==> config.mk <==
export PLATFORM = sky130hd
export DESIGN_NAME = temperature_to_sensor_solver
export DESIGN_NICKNAME = d
export VERILOG_FILES = /design/src/rtl/temperature_to_sensor_solver.sv
export SDC_FILE = /design/constraint.sdc
export NUM_CORES = 1
export LEC_CHECK = 0
export CAP_MARGIN = 25
export CORE_UTILIZATION = 31
export CTS_CLUSTER_DIAMETER = 100
export DETAILED_ROUTE_END_ITERATION = 12
export HOLD_SLACK_MARGIN = 0.12
export SETUP_SLACK_MARGIN = 0.15
export SLEW_MARGIN = 20
export SYNTH_ARGS = -nofsm -noshare
export SYNTH_HDL_FRONTEND = slang
export SYNTH_SLANG_ARGS = --single-unit
==> constraint.sdc <==
create_clock -name clk -period 2.1 [get_ports clk]
set_input_delay 0.315 -clock clk [delete_from_list [all_inputs] [get_ports clk]]
set_output_delay 0.315 -clock clk [all_outputs]
set_load 0.005 [all_outputs]
==> src/rtl/temperature_to_sensor_solver.sv <==
// Inverts temperature = base + coef * sensor by repeated addition, one step per clock.
// Reports the first sensor code whose temperature reaches the target, plus range/error flags.
module temperature_to_sensor_solver #(
   parameter int unsigned SENSOR_MAX = 15
) (
   input  logic       clk,
   input  logic       rst_n,
   input  logic       start,
   input  logic [7:0] factoryBaseTemp,
   input  logic [3:0] factoryTempCoef,
   input  logic [7:0] targetTemp,
   output logic       ready,
   output logic       done,
   output logic [3:0] sensorValue,
   output logic       exact,
   output logic       underRange,
   output logic       overRange,
   output logic       coefZeroErr
);

   localparam logic [3:0] SMAX = 4'(SENSOR_MAX);

   typedef enum logic [1:0] {IDLE, SEARCH, DONE} state_t;

   state_t     state, state_nxt;
   logic [8:0] acc;
   logic [3:0] s;
   logic [3:0] coef_q;
   logic [7:0] target_q;
   logic       hit, coef_zero, at_max;

   always_comb begin
      hit       = (acc >= {1'b0, target_q});
      coef_zero = (coef_q == '0);
      at_max    = (s == SMAX);
   end

   assign ready = (state == IDLE);

   always_ff @(posedge clk) begin
      if (!rst_n) state <= IDLE;
      else        state <= state_nxt;
   end

   always_comb begin
      state_nxt = state;
      case (state)
         IDLE:    if (start) state_nxt = SEARCH;
         SEARCH:  if (hit || coef_zero || at_max) state_nxt = DONE;
         DONE:    state_nxt = IDLE;
         default: state_nxt = IDLE;
      endcase
   end

   always_ff @(posedge clk) begin
      if (!rst_n) begin
         acc         <= '0;
         s           <= '0;
         coef_q      <= '0;
         target_q    <= '0;
         done        <= 1'b0;
         sensorValue <= '0;
         exact       <= 1'b0;
         underRange  <= 1'b0;
         overRange   <= 1'b0;
         coefZeroErr <= 1'b0;
      end else begin
         done <= 1'b0;
         case (state)
            IDLE: begin
               if (start) begin
                  acc         <= {1'b0, factoryBaseTemp};
                  s           <= '0;
                  coef_q      <= factoryTempCoef;
                  target_q    <= targetTemp;
                  exact       <= 1'b0;
                  underRange  <= 1'b0;
                  overRange   <= 1'b0;
                  coefZeroErr <= 1'b0;
               end
            end
            SEARCH: begin
               // Priority order matters: a target at or below base wins even when coef is zero.
               if (hit) begin
                  sensorValue <= s;
                  exact       <= (acc == {1'b0, target_q});
                  underRange  <= (s == '0) && (acc > {1'b0, target_q});
                  done        <= 1'b1;
               end else if (coef_zero) begin
                  sensorValue <= '0;
                  coefZeroErr <= 1'b1;
                  done        <= 1'b1;
               end else if (at_max) begin
                  sensorValue <= SMAX;
                  overRange   <= 1'b1;
                  done        <= 1'b1;
               end else begin
                  acc <= acc + {5'b0, coef_q};
                  s   <= s + 4'd1;
               end
            end
            default: ;
         endcase
      end
   end

endmodule

==> impl_metrics.env, run 1 <==
export IMPL_status="completed"
export IMPL_root_buffer="clkbuf_8"
export IMPL_path_clk_slew_ns=0.07
export IMPL_n_antenna_cell=0
export IMPL_fmax_mhz=493
export IMPL_grt_max_degree=16
export IMPL_initial_core_util=0.328
export IMPL_drtIter0Drc=104
export IMPL_layout_drive_gt1_share=0.215
export IMPL_core_sq_um=6030
export IMPL_routed_wl_microns=5100
export IMPL_powerDensity_nw_per_um2=732
export IMPL_dp_cells=352
export IMPL_grt_setup_unrepaired="true"
export IMPL_cts_buffer_depth=2
export IMPL_synthMuxAreaShare=0.0152
export IMPL_synth_fa_ha_area_frac=0.0986
export IMPL_synth_top_family_by_area="compound AO/OA/AOI/OAI gates"
export IMPL_ys_seq_elements=36
export IMPL_synthArstFlopShare=0
export IMPL_peakVddDrop_mv=0.454
export IMPL_synth_edf_count=0
export IMPL_cts_tree="yes"
export IMPL_place_hpwl_microns=3730
export IMPL_clkSinkCount=36
export IMPL_crit_chain="ha_1 > a21o_1 > a2111o_1 > or4_1 > a21oi_2"
export IMPL_port_buffer_count=32
export IMPL_skew_ns=0.00806
export IMPL_fp_dieH_microns=81.9
export IMPL_track_usage=0.173
export IMPL_cts_buffers=5
export IMPL_fin_cells=363
export IMPL_synthFlopType="dfxtp_1"
export IMPL_crit_start="acc[1]$_SDFFE_PN0P_"
export IMPL_r2r_start="acc[1]$_SDFFE_PN0P_"
export IMPL_power_leakage_uw=0.00105
export IMPL_mostFrequentLayoutCells="nand2_1, clkdlybuf4s50_1, dfxtp_1"
export IMPL_timing_max_cap_violations=0
export IMPL_finalSetupViolations=0
export IMPL_ant_nets=0
export IMPL_grt_remaining_overflow=0
export IMPL_start_kind="flop"
export IMPL_worst_slew_pin_slew_ns=0.448
export IMPL_die_area_sq_um=6710
export IMPL_min_period_ns=2.03
export IMPL_syn_area_per_cell_sq_um=8.39
export IMPL_fin_nets=325
export IMPL_die_w_microns=81.9
export IMPL_grt_pass1_wl_microns=8600
export IMPL_dr_max_layer_used="met4"
export IMPL_cp_max_fo=4
export IMPL_area_growth_pct=39.2
export IMPL_met1_length_microns=2500
export IMPL_place_congestion=0.828
export IMPL_ys_warn_count=0
export IMPL_synth_nets=274
export IMPL_wl_per_cell_microns=14.1
export IMPL_rr_worst_depth=5
export IMPL_crit_slowest_cell="a2111o_1"
export IMPL_ys_seq_area_frac=0.364
export IMPL_synth_simple_area_share=0.214
export IMPL_finalHoldViolCount=0
export IMPL_fin_area_sq_um=2760
export IMPL_worstHoldPathType="reg -> reg"
export IMPL_cp_required_ns=2.33
export IMPL_slew_violations=0
export IMPL_worstSkewPairLatency_ns=0.30
export IMPL_worst_setup_path_end_kind="flop"
export IMPL_drc=0
export IMPL_syn_inst=236
export IMPL_hold_path_startpoint="target_q[2]$_SDFFE_PN0P_"
export IMPL_synth_area_sq_um=1980
export IMPL_htree_levels=2
export IMPL_antenna_found_initial=0
export IMPL_dr_wl_met2_microns=2250
export IMPL_rows=28
export IMPL_io_pins=33
export IMPL_utilization=0.457
export IMPL_tns_ns=0
export IMPL_path_class="reg -> reg"
export IMPL_synth_compound_area_frac=0.260
export IMPL_max_slew_margin=0.700
export IMPL_ys_types=52
export IMPL_min_period_over_period=0.966
export IMPL_min_path_cells=2
export IMPL_grt_pass1_vias=1796
export IMPL_num_vias=1911
export IMPL_slowest_delay_ns=0.45
export IMPL_routed_wl_met3_microns=281
export IMPL_via_per_inst=5.26
export IMPL_synth_xor_area_frac=0
export IMPL_dr_pass1_iters=4
export IMPL_arrival_ns=2.26
export IMPL_place_area_sq_um=2530
export IMPL_final_common_cell="nand2_1"
[timing repair]
action,in CTS,in global routing
gates resized for setup,19,7
setup endpoints to repair,18,18
cloned,0,0
buffers inserted,2,1
hold buffers,0,0
pin swaps,3,1
[final timing paths]
kind,endpoint,slack [ns]
min,target_q[2]$_SDFFE_PN0P_,0.46
min reg2reg,target_q[2]$_SDFFE_PN0P_,0.46
max,acc[8]$_SDFFE_PN0P_,0.07
max reg2reg,acc[8]$_SDFFE_PN0P_,0.07
[worst max-delay path, delay by kind of cell, from the launching register on]
family	cells	cell delay (ns)
adder cells (fa/ha/maj)	1	0.35
AND/OR/NAND/NOR	1	0.44
AO/OA/AOI/OAI	3	0.83
flip-flops	1	0.36
[state kept, by name, indices dropped and copies added (netlist names)]
name and count:
acc 9, target_q 8, coef_q 4, s 4
sensorValue 4, state 2, coefZeroErr 1, done 1
exact 1, overRange 1, underRange 1
[cell usage after synthesis (4+ instances only)]
cell | instances | area [sq um]
nand2b_1 | 4 | 25.0
o21ai_0 | 8 | 40.0
nand2_1 | 41 | 154
clkbuf_1 | 8 | 30.0
a211oi_1 | 4 | 30.0
a21oi_1 | 22 | 110
nor2b_1 | 5 | 31.3
o221a_2 | 4 | 45.0
nand3_1 | 9 | 45.0
inv_1 | 15 | 56.3
dfxtp_1 | 36 | 721
ha_1 | 14 | 175
nor2_1 | 8 | 30.0
[final cells by class]
| cell class | instances | area (sq um) |
|---|---|---|
| flip-flops and latches | 36 | 728 |
| multi-input cells | 175 | 1280 |
| well taps | 75 | 93.8 |
| fillers | 616 | 3270 |
| repair buffers | 54 | 505 |
| clock buffers | 8 | 90.1 |
| inverters | 15 | 56.3 |
[kinds of logic after synthesis]
| logic type | after synthesis |
|---|---|
| and+or+nand+nor | 87 |
| AOI/OAI and AO/OA | 70 |
| DFF | 36 |
| buffers and inverters | 25 |
| adders and majority gates | 15 |
| muxes | 3 |
[power by group]
group | switching, uW | internal (uW)
combinational | 365 | 342
sequential | 48.0 | 745
clock | 250 | 268
[metrics by stage]
stage	setup slack, ns	hold slack, ns	total power [uW]
after floorplan	0.0925	0.436	1170
after global placement	0.00949	0.445	1430
after detailed placement	0.0271	0.450	1430
after CTS	0.0528	0.457	2020
after global routing	-0.0186	0.477	2140
final	0.0720	0.456	2020
[routing by layer]
layer | up-vias | global-route usage
met4 | 0 | 0.0614
met2 | 54 | 0.275
li1 | 963 | -
met3 | 9 | 0.0500
met1 | 885 | 0.219
met5 | - | 0
Power figures use the tool's default switching activity.
==> inputs of run 2 (changes only) <==
--- a/config.mk
+++ b/config.mk
@@ -6,12 +6,12 @@
 export NUM_CORES = 1
 export LEC_CHECK = 0
 export CAP_MARGIN = 25
+export CORE_MARGIN = 2
 export CORE_UTILIZATION = 31
 export CTS_CLUSTER_DIAMETER = 100
 export DETAILED_ROUTE_END_ITERATION = 12
 export HOLD_SLACK_MARGIN = 0.12
 export SETUP_SLACK_MARGIN = 0.15
-export SLEW_MARGIN = 20
 export SYNTH_ARGS = -nofsm -noshare
 export SYNTH_HDL_FRONTEND = slang
 export SYNTH_SLANG_ARGS = --single-unit
==> run 2 against run 1 <==
Routed wire length increased by 5.5%. Hold slack got worse by 0.0019 ns. Clock skew increased by 0.0028 ns. Setup slack got worse by 0.043 ns. Utilization decreased by 0.12 points. Combinational power increased by 15%. Clock power decreased by 8.5%. Die area increased by 4.9%. Non-clock buffer count increased by 10. Register-to-register slack got worse by 0.04 ns. Critical path type unchanged. Largest power group is now combinational cells.
==> impl_metrics.env, run 2 (synthesis gave the netlist of run 1 again) <==
export IMPL_die_w_microns=83.9
export IMPL_rows=29
export IMPL_clkSinkCount=36
export IMPL_whs_endpoint="target_q[2]$_SDFFE_PN0P_"
export IMPL_port_buffer_count=32
export IMPL_fmax_mhz=483
export IMPL_root_buffer="clkbuf_8"
export IMPL_p_total_uw=2080
export IMPL_mostFrequentLayoutCells="nand2_1, clkdlybuf4s50_1, dfxtp_1"
export IMPL_largestRegisters="acc x9, target_q x8"
export IMPL_ant_nets=0
export IMPL_arrival_ns=2.29
export IMPL_layout_drive_gt1_share=0.269
export IMPL_hold_path_startpoint="target_q[2]$_SDFFE_PN0P_"
export IMPL_cts_tree="yes"
export IMPL_antenna_found_initial=0
export IMPL_num_vias=1915
export IMPL_final_common_cell="nand2_1"
export IMPL_min_period_over_period=0.986
export IMPL_fill_cells=613
export IMPL_fin_nets=335
export IMPL_die_area_sq_um=7040
export IMPL_rr_worst_depth=7
export IMPL_fin_cells=374
export IMPL_tns_ns=0
export IMPL_via_per_inst=5.12
export IMPL_worstHoldPathType="reg -> reg"
export IMPL_finalSetupViolations=0
export IMPL_p_clk_frac=0.228
export IMPL_status="completed"
export IMPL_grt_max_degree=17
export IMPL_place_congestion=0.873
export IMPL_track_usage=0.156
export IMPL_routed_wl_microns=5380
export IMPL_finalHoldViolCount=0
export IMPL_cp_max_fo=3
export IMPL_min_path_cells=2
export IMPL_slew_violations=0
export IMPL_ff2ff_setup_slack_ns=0.03
export IMPL_initial_core_util=0.315
export IMPL_timing_max_cap_violations=0
export IMPL_cts_buffers=5
export IMPL_cts_buffer_depth=2
export IMPL_fp_dieH_microns=83.9
export IMPL_grt_pass1_wl_microns=8800
export IMPL_dr_pass1_iters=5
export IMPL_worst_slew_pin_slew_ns=0.488
export IMPL_cts_hold_buf=0
export IMPL_worst_setup_path_end_kind="flop"
export IMPL_grt_pass1_vias=1797
export IMPL_drc=0
export IMPL_wl_per_cell_microns=14.4
export IMPL_cp_required_ns=2.32
export IMPL_switching_share=0.332
export IMPL_powerDensity_nw_per_um2=727
export IMPL_p_sw_uw=690
export IMPL_start_kind="flop"
export IMPL_power_share_combinational=0.389
export IMPL_dp_cells=356
export IMPL_power_leakage_uw=0.00111
export IMPL_drtIter0Drc=100
export IMPL_largest_reg_flops=9
export IMPL_worstSkewPairLatency_ns=0.29
export IMPL_r2r_start="acc[0]$_SDFFE_PN0P_"
export IMPL_path_class="reg -> reg"
export IMPL_regMostFlops="acc"
export IMPL_grt_remaining_overflow=0
export IMPL_peakVddDrop_mv=0.363
export IMPL_p_seq_frac=0.383
export IMPL_htree_levels=2
export IMPL_reg2reg_to="acc[8]$_SDFFE_PN0P_"
export IMPL_io_pins=33
export IMPL_place_hpwl_microns=3900
export IMPL_min_period_ns=2.07
export IMPL_path_clk_slew_ns=0.07
export IMPL_core_sq_um=6280
export IMPL_grt_setup_unrepaired="true"
export IMPL_max_slew_margin=0.674
export IMPL_skew_ns=0.0109
export IMPL_p_int_uw=1390
export IMPL_n_antenna_cell=0
export IMPL_area_growth_pct=44.6
-- run 2: changes by cell type in the layout (fill, tap and decap cells not counted), moves of 2 or more --
cell,before,now
nand2b_4,0,2
buf_4,19,27
a211oi_2,1,3
buf_6,2,5
a211oi_1,4,2
nand2b_1,4,2
-- run 2: critical path, stage by stage, from the launching register on --
cell and delay (ns):
dfxtp_2 0.35, inv_2 0.05, ha_4 0.23, nand2b_4 0.13, a21o_1 0.20, a2111o_1 0.39
or4_1 0.51, a21oi_1 0.14
-- run 2: metrics by stage --
step,hold slack (ns),area [sq um],setup slack [ns],utilization
after floorplan,0.436,2000,0.0925,-
after global placement,0.444,2530,0.0339,0.403
after detailed placement,0.446,2530,-0.00348,0.403
after CTS,0.456,2820,0.0512,0.449
after global routing,0.469,2860,-0.0156,0.456
final,0.454,2860,0.0286,0.456
-- run 2: cell type report --
type	count	area (sq um)	area share
Timing Repair Buffer	64	579	0.202
Inverter	15	56.3	0.0197
Sequential cell	36	729	0.255
Tap cell	77	96.3	0.0337
Multi-Input combinational cell	175	1320	0.462
Clock inverter	1	5.00	0.00175
Clock buffer	6	72.6	0.0253
-- run 2: how the worst max path moves through the flow --
stage               slack, ns  cells past startpoint                   start             endpoint
global route            -0.02                      9     acc[0]$_SDFFE_PN0P_  acc[0]$_SDFFE_PN0P_
finish                   0.03                      7     acc[0]$_SDFFE_PN0P_  acc[8]$_SDFFE_PN0P_
global placement         0.03                      7     acc[0]$_SDFFE_PN0P_  acc[8]$_SDFFE_PN0P_
detailed placement     -0.003                      7     acc[0]$_SDFFE_PN0P_  acc[8]$_SDFFE_PN0P_
CTS                      0.05                      8  coef_q[0]$_SDFFE_PN0P_  acc[8]$_SDFFE_PN0P_
floorplan                0.09                      7     acc[0]$_SDFFE_PN0P_  acc[8]$_SDFFE_PN0P_
-- run 2: power groups by stage --
| stage | registers [uW] | logic [uW] | clock network [uW] |
|---|---|---|---|
| after floorplan | 797 | 375 | 0 |
| after global placement | 805 | 633 | 0 |
| after detailed placement | 805 | 633 | 0 |
| after CTS | 797 | 771 | 481 |
| after global routing | 807 | 882 | 514 |
| final | 797 | 810 | 474 |
-- run 2: routing by layer --
metal / track usage / wire [microns] / up-vias
li1: - / - / 981
met1: 0.218 / 2650 / 886
met2: 0.235 / 2460 / 41
met3: 0.0406 / 216 / 7
met4: 0.0469 / 59 / 0
met5: 0 / 0 / -
-- run 2: what timing repair did --
item,4_1_cts,5_1_grt
setup buffers,9,2
gates resized for setup,30,8
pin swaps,12,6
setup endpoints to repair,19,21
gates cloned,0,0
==> inputs of run 3 (changes only) <==
==> constraint.sdc (replaced) <==
create_clock -name clk -period 1.8 [get_ports clk]
set_input_delay 0.18 -clock clk [delete_from_list [all_inputs] [get_ports clk]]
set_output_delay 0.18 -clock clk [all_outputs]
set_load 0.005 [all_outputs]
==> run 3 against run 2 <==
The run now ends with negative setup slack left. Final cell count grew 5.6%. Clock-buffer cell count is the same. Power grew 21%.
==> impl_metrics.env, run 3 (synthesis gave the netlist of run 1 again) <==
export IMPL_status="complete, but fails checks"
export IMPL_violations="negative setup slack"
export IMPL_num_vias=2021
export IMPL_place_congestion=0.945
export IMPL_arrival_ns=2.30
export IMPL_path_clk_slew_ns=0.07
export IMPL_fp_dieH_microns=83.9
export IMPL_routed_wl_microns=5600
export IMPL_cts_buffer_depth=2
export IMPL_die_area_sq_um=7040
export IMPL_place_area_sq_um=2720
export IMPL_p_int_uw=1680
export IMPL_cp_required_ns=2.03
export IMPL_grt_setup_unrepaired="true"
export IMPL_slew_violations=0
export IMPL_initial_core_util=0.315
export IMPL_finalSetupViolations=21
export IMPL_cts_hold_buf=0
export IMPL_grtUsageMet2=0.248
export IMPL_via_per_inst=5.12
export IMPL_utilization=0.489
export IMPL_cts_tree="yes"
export IMPL_core_sq_um=6280
export IMPL_finalHoldViolCount=0
export IMPL_ant_nets=0
export IMPL_timing_max_cap_violations=0
export IMPL_grt_max_degree=19
export IMPL_grt_remaining_overflow=0
export IMPL_gr_max_usage_layer="met2"
export IMPL_p_sw_uw=835
export IMPL_powerDensity_nw_per_um2=821
export IMPL_worstHoldPathType="in -> reg"
export IMPL_worstSkewPairLatency_ns=0.28
export IMPL_root_buffer="clkbuf_8"
export IMPL_peakVddDrop_mv=0.453
export IMPL_p_seq_frac=0.367
export IMPL_ff_latch_area_sq_um=728
export IMPL_track_usage=0.163
export IMPL_p_clk_frac=0.216
export IMPL_multiInputGateArea_sq_um=1370
export IMPL_use_met3=0.0356
export IMPL_fin_nets=356
export IMPL_place_hpwl_microns=4080
export IMPL_cp_max_fo=5
export IMPL_layout_drive_gt1_share=0.343
export IMPL_power_leakage_uw=0.00123
export IMPL_largest_reg_flops=9
export IMPL_dr_pass1_iters=4
export IMPL_fmax_mhz=481
export IMPL_max_slew_margin=0.759
export IMPL_final_common_cell="buf_4"
export IMPL_path_class="reg -> reg"
export IMPL_fin_area_sq_um=3070
export IMPL_grt_pass1_vias=1946
export IMPL_rows=29
export IMPL_drtIter0Drc=118
export IMPL_min_period_ns=2.08
export IMPL_n_antenna_cell=0
export IMPL_start_kind="flop"
export IMPL_fin_ws_ns=-0.278
export IMPL_hold_ws_ns=0.427
export IMPL_antenna_found_initial=0
export IMPL_fill_cells=618
export IMPL_wl_per_cell_microns=14.2
export IMPL_grtUsageMet1=0.223
export IMPL_switching_share=0.332
export IMPL_power_share_combinational=0.417
export IMPL_grt_pass1_wl_microns=9270
export IMPL_clkSinkCount=36
export IMPL_port_buffer_count=32
export IMPL_worst_setup_path_end_kind="flop"
export IMPL_io_pins=33
export IMPL_regMostFlops="acc"
export IMPL_min_period_over_period=1.15
export IMPL_worst_slew_pin_slew_ns=0.361
export IMPL_die_w_microns=83.9
export IMPL_drc=0
export IMPL_largestRegisters="acc x9, target_q x8"
export IMPL_p_total_uw=2520
export IMPL_htree_levels=2
export IMPL_skew_ns=0.00562
export IMPL_cts_buffers=5
export IMPL_mostFrequentLayoutCells="buf_4, nand2_1, clkdlybuf4s50_1"
export IMPL_area_growth_pct=54.9
[run 3: changes by cell type in the layout (fill, tap and decap cells not counted), sizes merged]
cell	delta
buf	+21
[run 3: metal layers]
layer / routed length [microns] / up-vias
met2: 2560 / 43
met1: 2760 / 944
met3: 225 / 4
met5: 0 / -
li1: - / 1030
met4: 60 / 0
[run 3: power by group through the flow]
stage	clock network [uW]	registers [uW]	logic, uW
after CTS	560	922	997
after floorplan	0	930	437
final	544	923	1050
after detailed placement	0	932	852
after global routing	586	931	1140
after global placement	0	930	843
[run 3: path summary, 6_finish.rpt]
check | cells past startpoint | start | slack [ns] | end
setup / recovery | 7 | acc[0]$_SDFFE_PN0P_ | -0.28 | acc[8]$_SDFFE_PN0P_
hold / removal | 3 | targetTemp[5] | 0.43 | target_q[5]$_SDFFE_PN0P_
setup reg to reg | 7 | acc[0]$_SDFFE_PN0P_ | -0.28 | acc[8]$_SDFFE_PN0P_
hold reg to reg | 2 | target_q[2]$_SDFFE_PN0P_ | 0.46 | target_q[2]$_SDFFE_PN0P_
[run 3: worst max-delay path, cell delays in order, from the launching register on]
cell	delay (ns)
dfxtp_2	0.34
inv_2	0.04
ha_4	0.20
nand2b_4	0.13
a21o_1	0.22
a2111o_1	0.52
or4_4	0.44
a21oi_2	0.12
[run 3: final cells by class]
class | instances | area share
Clock buffer | 6 | 0.0237
Clock inverter | 1 | 0.00163
Inverter | 15 | 0.0184
Multi-Input combinational cell | 175 | 0.447
Sequential cell | 36 | 0.237
Tap cell | 77 | 0.0314
Timing Repair Buffer | 85 | 0.240
[run 3: stage by stage]
stage                     setup TNS [ns]  setup slack [ns]  instances
after floorplan                    -2.01            -0.208        236
after global placement             -3.47            -0.235        381
after detailed placement           -4.18            -0.268        381
after CTS                          -3.23            -0.211        393
after global routing               -5.94            -0.331        395
final                              -3.90            -0.278        395
[run 3: what timing repair did]
item,4_1_cts,5_1_grt
endpoints found under the setup margin,24,25
gates resized for setup,33,14
hold endpoints to repair,0,0
pin swaps,12,9
setup buffers,5,2
cloned,0,0
